==> src/rtl/mips_pipe_core.sv <==
// Four-stage (IF/ID/EX/WB) 16-bit-instruction MIPS subset core, falling-edge clocked.
// Full bypass: EX/WB result forwarded into EX, register-file write-through into ID.
module mips_pipe_core #(
  parameter int DATA_W = 16,
  parameter int PC_W   = 16
) (
  input  logic              clock,
  input  logic              reset,
  input  logic              run,
  output logic [PC_W-2:0]   imem_addr,
  input  logic [15:0]       imem_data,
  output logic [PC_W-1:0]   PC,
  output logic [15:0]       IFID_IR,
  output logic [15:0]       IDEX_IR,
  output logic              wb_we,
  output logic [1:0]        wb_reg,
  output logic [DATA_W-1:0] wb_data,
  output logic              branch_taken
);

  localparam logic [3:0] OP_ADD  = 4'h0;
  localparam logic [3:0] OP_SUB  = 4'h1;
  localparam logic [3:0] OP_AND  = 4'h2;
  localparam logic [3:0] OP_OR   = 4'h3;
  localparam logic [3:0] OP_ADDI = 4'h4;
  localparam logic [3:0] OP_BEQ  = 4'h5;
  localparam logic [3:0] OP_BNE  = 4'h6;
  localparam logic [3:0] OP_SLT  = 4'h7;

  logic [PC_W-1:0]          pc_q, pc_d, ifid_pc_q, ifid_pc_d, idex_pc_q, idex_pc_d;
  logic [15:0]              ifid_ir_q, ifid_ir_d, idex_ir_q, idex_ir_d;
  logic [DATA_W-1:0]        idex_a_q, idex_a_d, idex_b_q, idex_b_d;
  logic                     wb_we_q, wb_we_d;
  logic [1:0]               wb_reg_q, wb_reg_d;
  logic [DATA_W-1:0]        wb_data_q, wb_data_d;
  logic [3:0][DATA_W-1:0]   rf_q, rf_d;

  // ID read: the write committing on this same edge is seen by the reader.
  logic [1:0]        id_rs, id_rt;
  logic [DATA_W-1:0] id_a, id_b;
  assign id_rs = ifid_ir_q[11:10];
  assign id_rt = ifid_ir_q[9:8];
  assign id_a  = (id_rs == 2'd0) ? '0 :
                 (wb_we_q && wb_reg_q == id_rs) ? wb_data_q : rf_q[id_rs];
  assign id_b  = (id_rt == 2'd0) ? '0 :
                 (wb_we_q && wb_reg_q == id_rt) ? wb_data_q : rf_q[id_rt];

  logic [3:0]        ex_op;
  logic [1:0]        ex_rs, ex_rt, ex_rd, ex_dst;
  logic [DATA_W-1:0] ex_a, ex_b, ex_simm, ex_res;
  logic [PC_W-1:0]   br_off, br_target;
  logic              ex_we, br_cond;

  assign ex_op     = idex_ir_q[15:12];
  assign ex_rs     = idex_ir_q[11:10];
  assign ex_rt     = idex_ir_q[9:8];
  assign ex_rd     = idex_ir_q[7:6];
  assign ex_simm   = {{(DATA_W-8){idex_ir_q[7]}}, idex_ir_q[7:0]};
  assign ex_a      = (ex_rs != 2'd0 && wb_we_q && wb_reg_q == ex_rs) ? wb_data_q : idex_a_q;
  assign ex_b      = (ex_rt != 2'd0 && wb_we_q && wb_reg_q == ex_rt) ? wb_data_q : idex_b_q;
  assign br_off    = {{(PC_W-9){idex_ir_q[7]}}, idex_ir_q[7:0], 1'b0};
  assign br_target = idex_pc_q + PC_W'(2) + br_off;

  always_comb begin
    ex_res  = '0;
    ex_we   = 1'b0;
    ex_dst  = 2'd0;
    br_cond = 1'b0;
    case (ex_op)
      OP_ADD:  begin ex_res = ex_a + ex_b; ex_we = 1'b1; ex_dst = ex_rd; end
      OP_SUB:  begin ex_res = ex_a - ex_b; ex_we = 1'b1; ex_dst = ex_rd; end
      OP_AND:  begin ex_res = ex_a & ex_b; ex_we = 1'b1; ex_dst = ex_rd; end
      OP_OR:   begin ex_res = ex_a | ex_b; ex_we = 1'b1; ex_dst = ex_rd; end
      OP_SLT:  begin
        ex_res = {{(DATA_W-1){1'b0}}, ($signed(ex_a) < $signed(ex_b))};
        ex_we  = 1'b1;
        ex_dst = ex_rd;
      end
      OP_ADDI: begin ex_res = ex_a + ex_simm; ex_we = 1'b1; ex_dst = ex_rt; end
      OP_BEQ:  br_cond = (ex_a == ex_b);
      OP_BNE:  br_cond = (ex_a != ex_b);
      default: ;
    endcase
  end

  assign branch_taken = run & br_cond;

  always_comb begin
    pc_d      = pc_q;
    ifid_ir_d = ifid_ir_q;
    ifid_pc_d = ifid_pc_q;
    idex_ir_d = idex_ir_q;
    idex_pc_d = idex_pc_q;
    idex_a_d  = idex_a_q;
    idex_b_d  = idex_b_q;
    wb_we_d   = wb_we_q;
    wb_reg_d  = wb_reg_q;
    wb_data_d = wb_data_q;
    rf_d      = rf_q;
    if (run) begin
      // A taken branch squashes the two younger instructions behind it.
      pc_d      = branch_taken ? br_target : pc_q + PC_W'(2);
      ifid_ir_d = branch_taken ? 16'h0000 : imem_data;
      ifid_pc_d = pc_q;
      idex_ir_d = branch_taken ? 16'h0000 : ifid_ir_q;
      idex_pc_d = ifid_pc_q;
      idex_a_d  = id_a;
      idex_b_d  = id_b;
      wb_we_d   = ex_we;
      wb_reg_d  = ex_dst;
      wb_data_d = ex_we ? ex_res : '0;
      if (wb_we_q && wb_reg_q != 2'd0) rf_d[wb_reg_q] = wb_data_q;
    end
  end

  always_ff @(negedge clock or posedge reset) begin
    if (reset) begin
      pc_q      <= '0;
      ifid_ir_q <= '0;
      ifid_pc_q <= '0;
      idex_ir_q <= '0;
      idex_pc_q <= '0;
      idex_a_q  <= '0;
      idex_b_q  <= '0;
      wb_we_q   <= 1'b0;
      wb_reg_q  <= '0;
      wb_data_q <= '0;
      rf_q      <= '0;
    end else begin
      pc_q      <= pc_d;
      ifid_ir_q <= ifid_ir_d;
      ifid_pc_q <= ifid_pc_d;
      idex_ir_q <= idex_ir_d;
      idex_pc_q <= idex_pc_d;
      idex_a_q  <= idex_a_d;
      idex_b_q  <= idex_b_d;
      wb_we_q   <= wb_we_d;
      wb_reg_q  <= wb_reg_d;
      wb_data_q <= wb_data_d;
      rf_q      <= rf_d;
    end
  end

  assign imem_addr = pc_q[PC_W-1:1];
  assign PC        = pc_q;
  assign IFID_IR   = ifid_ir_q;
  assign IDEX_IR   = idex_ir_q;
  assign wb_we     = wb_we_q;
  assign wb_reg    = wb_reg_q;
  assign wb_data   = wb_data_q;

endmodule

==> config.mk <==
export PLATFORM = sky130hd
export DESIGN_NAME = mips_pipe_core
export DESIGN_NICKNAME = d
export VERILOG_FILES = /design/src/rtl/mips_pipe_core.sv
export SDC_FILE = /design/constraint.sdc
export NUM_CORES = 1
export LEC_CHECK = 0
export CAP_MARGIN = 40
export CORE_ASPECT_RATIO = 0.75
export CORE_MARGIN = 2
export CORE_UTILIZATION = 55
export CTS_CLUSTER_DIAMETER = 150
export CTS_CLUSTER_SIZE = 20
export DETAILED_ROUTE_END_ITERATION = 8
export PLACE_DENSITY_LB_ADDON = 0.3
export SLEW_MARGIN = 10
export SYNTH_ARGS = -nofsm -noshare
export SYNTH_HDL_FRONTEND = slang
export SYNTH_SLANG_ARGS = --single-unit
==> constraint.sdc <==
create_clock -name clock -period 15.6 [get_ports clock]
set_input_delay 2.34 -clock clock [delete_from_list [all_inputs] [get_ports clock]]
set_output_delay 2.34 -clock clock [all_outputs]
set_load 0.02 [all_outputs]
After elaboration in Yosys (flattened, before gate mapping) --
Index checks and enable logic that the tools add are counted.
Cells by class: divide/modulo/power cells 0, equal/unequal tests 13, $mul 0, order comparisons 5, add/subtract/negate cells 6, bitwise logic cells 3, mux-type cells 21, shift operators 0, reduce and logical (&&, ||, !) cells 17
Operators with widths (number):
- $mux W16 | 13
- $pmux W16 S6 | 1
- $bmux W16 S2 | 2
- $bwmux W64 | 1
- $add A16 B16 Y16 | 3
- $add A16 B2 Y16 const B | 2
- $demux W16 S2 | 1
- $and A16 B16 Y16 | 1
- $eq A16 B16 Y1 | 1
- $eq A4 B3 Y1 const B | 4
- $lt A16 B16 Y1 | 1
- $ne A16 B16 Y1 | 1
- $or A16 B16 Y16 | 1
- $sub A16 B16 Y16 | 1
- $lt A2 B3 Y1 const B | 3
- $eq A2 B2 Y1 | 4
- $eq A4 B2 Y1 const B | 2
- $logic_and A1 B1 Y1 | 8
- $reduce_bool A2 Y1 | 3
- $reduce_or A6 Y1 | 1
- $reduce_or A5 Y1 | 1
- $eq A4 B1 Y1 const B | 1
- $logic_not A2 Y1 | 2
- $logic_not A4 Y1 | 1
- other kinds (6) | 6
Storage, ports and cells: memory bits (writable) 0, bits in read-only memories 0, bits in registers 195, input bits 19, latch bits 0, memories 0, output and inout bits 83, logic and storage cells 79

Depth between registers and ports, before layout --
word-level depth 8, mapped depth 16, gate-level depth less buffers 15

==> run_results.csv <==
group,metric,value,unit
sta,setup_viol,0,
route,drc,0,
die,die_y,134,um
clocking,cts_tree,"built",
clocking,htree_num_levels,4,
die,rows,47,
clocking,path_clk_slew,0.05,ns
synth,synth-edff-count,0,
route,via_count,9582,
clocking,clock_path_buffers,2,
power,p_per_area,130,nW/um^2
grt,overflow,0,
final_layout,fill_cells,1774,
clocking,cts_root_buffer,"clkbuf_16",
status,status,"completed",
synth,syn_nets,1253,
route,route.detailed.wl_per_inst,23.0,um
grt,grt_pass1_vias,9451,
placed_design,globalplace.congestion,0.945,
die,placeableCoreArea,22100,um^2
sta,tightest_slew,0.952,ns
clocking,postCtsSetupBuffers,0,
power,power,1.84,mW
final_layout,area_delta_synth_final,14.6,%
synth,async_reset_ff_share,100,%
clocking,clk_latency,0.42,ns
sta,rsz0062_at_grt,"no",
sta,tns,0,ns
sta,maxSlewViolCount,0,
synth,synthFlopType,"dfrtn_1",
final_layout,largest_reg_flops,64,
power,peakVddDrop,0.0771,mV
setup_path,crit_type,"flip-flop to output pin",
route,antenna_left,0,
final_layout,final_common_cell,"dfrtn_1",
setup_path,worstPathArrival,12.84,ns
route,vias_per_cell,6.38,
final_layout,antennaDiodeCount,0,
sta,maxSlewHeadroom,36.3,%
synth,ys_seq_elements,195,
clocking,cts_hold_buf,0,
setup_path,crit_path_end_kind,"output pin",
synth,netlist_area,12400,um^2
final_layout,drive_gt1_share,16.2,%
die,die_w,177,um
clocking,cts_inserted_buffers,17,
route,drt_wl_total,34600,um
clocking,ctsResizeCount,0,
die,start_util,56.0,%
grt,antenna_found_initial,0,
sta,finalHoldViolations,0,
setup_path,worstPathMaxFanout,15,
route,drtIter0Drc,911,
sta,clock_skew,0.0109,ns
final_layout,layout.nets,1311,
synth,yosys_warnings,0,
run,maxCapViolations,0,
die,io_pins,102,
clocking,cts.sinks,195,
die,die-area,23800,um^2
grt,grt_usage,29.9,%
final_layout,top_register,"rf_q",
synth,syn_inst,1140,
setup_path,required,13.26,ns
grt,grt_pass1_wl,54200,um
min_path,hold_class,"flip-flop to flip-flop",
synth,syn_avg_cell_area,10.9,um^2
synth,synth_cell_types,73,
final_layout,layout_common_cells,"dfrtn_1 (195), clkdlybuf4s50_1 (100), mux2_2 (95), ha_1 (91), nand2_1 (76)",
grt,grt_max_degree,75,
synth,synth-seq-area-share,39.4,%
placed_design,io_buffer_count,101,
setup_path,crit_path_start_kind,"flip-flop",
placed_design,dpl.hpwl,23800,um
route,firstDrtPassIters,5,
power,power.leakage,6.62,nW
-- stage by stage --
step	cell area (um^2)	utilization (%)	setup WS [ns]	std cells	hold slack (ns)
floorplan	12400	-	0.341	1140	0.402
global placement	13500	61.2	1.01	1466	0.338
detailed placement	13600	61.6	0.883	1473	0.343
CTS	14200	64.2	0.423	1503	0.343
global route	14200	64.2	0.270	1503	0.353
finish	14200	64.2	0.416	1503	0.339
-- worst max-delay path, cell delays in order, from the launching register on --
cell,delay (ns)
dfrtn_1,0.60
and4bb_2,0.29
a22oi_4,0.75
mux2i_1,0.45
inv_1,0.08
ha_1,0.37
or4_1,0.60
nor4_2,0.49
mux2i_4,0.34
clkdlybuf4s50_1,0.64
-- per-layer routing --
metal	GRT usage (%)	vias up	part of all wire, %
met4	9.06	0	2.2
met1	44.5	4808	47
met5	0	-	0
li1	-	4308	-
met2	43.6	411	43
met3	6.89	55	7.3
-- power breakdown --
group | switching, mW | internal, mW
Combinational | 0.377 | 0.319
Clock | 0.199 | 0.251
Sequential | 0.0994 | 0.597
Total | 0.675 | 1.17
-- path summary, 6_finish.rpt --
kind | to | slack [ns] | depth (start not counted) | start
max in group asynchronous | idex_b_q[7] | 4.40 | 4 | reset
min in group asynchronous | PC[4] | 10.07 | 2 | reset
worst max register to register | PC[15] | 10.15 | 13 | wb_reg[0]
worst min-delay path | rf_q[10] | 0.34 | 0 | rf_q[10]
worst min register to register | rf_q[10] | 0.34 | 0 | rf_q[10]
worst max-delay path | branch_taken | 0.42 | 9 | wb_reg[0]
-- kinds of logic (layout without fill, tap and decap cells) --
logic type / Yosys count / in the layout / share of synthesized area [%]
AO/OA/AOI/OAI: 279 / 279 / 16.2
flip-flops: 195 / 195 / 39.4
adder cells (fa/ha/maj): 94 / 94 / 9.68
multiplexers: 179 / 179 / 18.7
buffers and inverters: 144 / 213 / 5.04
XOR/XNOR: 37 / 37 / 2.73
AND/OR/NAND/NOR: 212 / 212 / 8.34
-- layout make-up --
cell class | instances | area (um^2) | area share [%]
timing repair buffer | 126 | 1240 | 8.73
sequential | 195 | 4880 | 34.4
clock buffer | 21 | 440 | 3.10
tap | 294 | 368 | 2.59
inverter | 57 | 221 | 1.56
clock inverter | 9 | 133 | 0.934
multi-input combinational | 801 | 6910 | 48.7
-- Yosys cell counts, types with 3 or more instances --
cell,instances,share of area [%]
a32oi_1,3,0.21
mux2_2,95,8.6
xnor2_1,23,1.6
ha_1,91,9.2
dfrtn_1,195,39
or3_1,4,0.20
and3_1,7,0.35
a221oi_1,6,0.42
mux4_2,32,5.8
a21o_1,10,0.61
o2bb2ai_1,71,5.0
nor3_1,10,0.40
nand3b_1,3,0.18
fa_1,3,0.48
o21ai_0,34,1.4
nor4_1,3,0.15
nand3_1,14,0.57
nor3b_1,4,0.24
nand4_1,5,0.25
o221ai_1,5,0.35
nor2_1,50,1.5
mux2i_1,52,4.2
o211ai_1,4,0.24
nor2b_1,10,0.50
o21ai_1,7,0.28
buf_2,10,0.40
a22o_1,3,0.21
o21bai_1,5,0.30
o21a_1,7,0.42
nand2_1,76,2.3
clkbuf_1,56,1.7
xor2_1,13,0.92
a21oi_1,60,2.4
o31ai_1,7,0.42
a31oi_1,7,0.35
a22oi_1,5,0.30
o22ai_1,4,0.20
nand2b_1,8,0.40
buf_4,15,0.91
inv_1,57,1.7
or4_1,3,0.18
a211oi_1,11,0.67
buf_1,4,0.12
a221o_1,8,0.65
No activity file was read; power rests on OpenSTA's default activity.
==> patch: new RTL, config.mk and constraints unchanged <==
The parameter `DATA_W` goes from 16 to 32.
--- a/src/rtl/mips_pipe_core.sv
+++ b/src/rtl/mips_pipe_core.sv
@@ -2,5 +2,5 @@
 // Full bypass: EX/WB result forwarded into EX, register-file write-through into ID.
 module mips_pipe_core #(
-  parameter int DATA_W = 16,
+  parameter int DATA_W = 32,
   parameter int PC_W   = 16
 ) (
Ports: changed (resized wb_data); port bits go from 102 to 118. The function was not compared with the original's and may differ.
==> patch against the original RTL <==
Sequential share of layout area rose by 0.28 points; synthesized area rose by 63%; worst setup slack got worse by 0.16 ns; cell area rose by 56%; register-to-register slack got worse by 0.19 ns; wire length rose by 52%; sequential cell count rose by 112; power rose by 71%; critical path depth rose by 6.
==> patch: results (changes against the original RTL) <==
* PortBufs at 117 (was 101)
* Reg with most FFs: rf_q (unchanged)
* Met2 usage at 42.06% (was 43.60%)
* H-tree depth at 1 (was 4)
* Setup Skew at 0.01874 ns (was 0.01090 ns)
* Post-Synthesis Cells at 1884 (was 1140)
* Largest net degree at the start of global routing at 163 (was 75)
* Placed wire-length estimate at 35310 um (was 23780 um)
* Initial antenna violation count at 0 (unchanged)
* Net count, final at 2076 (was 1311)
* Outcome: completed (unchanged)
* Most frequent cells after synthesis: 307 x dfrtn_1, 157 x mux2_2, 155 x ha_1, 118 x clkbuf_1, 110 x nor2_1 (was 195 x dfrtn_1, 95 x mux2_2, 91 x ha_1, 76 x nand2_1, 71 x o2bb2ai_1)
* Total GRT Usage at 27.92% (was 29.94%)
* Compound-Gate Fraction of Synth Area at 15.86% (was 16.17%)
* Met3 Use GR at 4.558% (was 6.888%)
* Sequential fraction of the synthesis area at 38.05% (was 39.39%)
* First-pass GRT wire length at 84820 um (was 54210 um)
* Layout cells sized above 1 at 15.85% (was 16.21%)
* CP Launch Type: flop (unchanged)
* Synth Area in Adders at 9.902% (was 9.676%)
* Power, Total at 3.149 mW (was 1.842 mW)
* Vias in the first global route at 14960 (was 9451)
* Setup ws final at 0.2520 ns (was 0.4165 ns)
* Reg2reg path depth at 19 (was 13)
* Placed Area at 0.02163 mm^2 (was 0.01362 mm^2)
* Worst hold start: rf_q[6] (was rf_q[10])
* DRT iter0 DRCs at 1440 (was 911)
* Synth top area cells: dfrtn_1 38%, ha_1 9.6%, mux2_2 8.8% (was dfrtn_1 39%, ha_1 9.2%, mux2_2 8.6%)
* Netlist cell types at 71 (was 73)
* R2R setup slack at 9.96 ns (was 10.15 ns)
* Reg-to-Reg End: wb_data[30] (was PC[15])
* CTS Root Cell: clkbuf_16 (unchanged)
* Finished Layout Cells at 2364 (was 1503)
* WHS Endpoint: rf_q[6] (was rf_q[10])
* RR Startpoint: wb_reg[0] (unchanged)
* Max FO, Critical Path at 22 (was 15)
* Routability cong. at 0.9307 (was 0.9451)
* Placed Cells at 2342 (was 1473)
* Multiplexer share of the synthesized area at 20.90% (was 18.65%)
* P_int at 1.873 mW (was 1.167 mW)
* Worst IR Drop VDD at 0.00008360 V (was 0.00007711 V)
* Drt pass-1 iters at 8 (was 5)
* YS warnings at 0 (unchanged)
* WP data arrival at 13.01 ns (was 12.84 ns)
* Wire per inst at 22.31 um (was 23.01 um)
* Hold slack final at 0.3400 ns (was 0.3393 ns)
* Met1 Track Usage GR at 41.85% (was 44.53%)
* Max Buffers Root-to-Sink at 3 (was 2)
* Via-to-Cell Ratio at 6.412 (was 6.375)
* Pre-CTS setup slack at 0.5820 ns (was 0.8831 ns)
* Slew @ Worst Pin at 0.9312 ns (was 0.9525 ns)
* ANT cells at 0 (unchanged)
* Clock latency on the worst-skew pair at 0.55 ns (was 0.42 ns)
* Clk slew on worst S/H paths at 0.06 ns
* Largest register FFs at 128 (was 64)
* CTS Buf Count at 19 (was 17)
* Xor/xnor share of the synthesized area at 3.166% (was 2.727%)
* Leakage at 10.69 nW (was 6.618 nW)
patch: cell count changes after synthesis, sizes merged, moves of 28 or more:
cell,delta
inv,+43
o21ai,+33
mux2i,+49
xnor2,+28
a21oi,+49
ha,+64
mux2,+62
dfrtn,+112
mux4,+32
o2bb2ai,+29
nor2,+60
clkbuf,+62
patch: repair_timing:
| action | 4_1_cts | 5_1_grt |
|---|---|---|
| endpoints found under the setup margin | 0 | 1 |
| setup buffers | 0 | 0 |
| resized for setup | 0 | 7 |
patch: critical path, cell delays in order, from the launching register on:
cell and delay [ns]:
dfrtn_1 0.61, nor2b_1 0.31, nand2_1 0.09, o21ai_0 0.29, nand2_4 0.24, buf_6 0.30, mux2i_1 0.35, inv_1 0.08
ha_1 0.34, nor2_1 0.14, nand2_1 0.09, or3_1 0.39, nor4_2 0.45, a21oi_1 0.20, nor2_4 0.14, clkdlybuf4s50_1 0.65
patch: power by group through the flow:
| stage | combinational, mW | clock (mW) | sequential, mW |
|---|---|---|---|
| 3_3_place_gp | 1.47 | 0 | 1.13 |
| 4_1_cts | 1.50 | 0.507 | 1.13 |
| 6_report | 1.52 | 0.495 | 1.13 |
| 5_1_grt | 1.65 | 0.538 | 1.16 |
| 2_1_floorplan | 1.05 | 0 | 1.14 |
| 3_5_place_dp | 1.49 | 0 | 1.14 |
patch: layer usage:
metal / vias up / share of wire, %
li1: 6889 / -
met1: 7585 / 46
met2: 595 / 44
met3: 88 / 7.8
met4: 0 / 2.4
met5: - / 0
patch: area by class of cell:
cell class,instances,area (um^2)
clock inverters,2,25.02
multi-input cells,1323,11570
repair buffers,147,1440
flip-flops and latches,307,7682
fillers,2950,13870
well taps,465,581.8
inverters,101,385.4
clock buffers,19,475.5
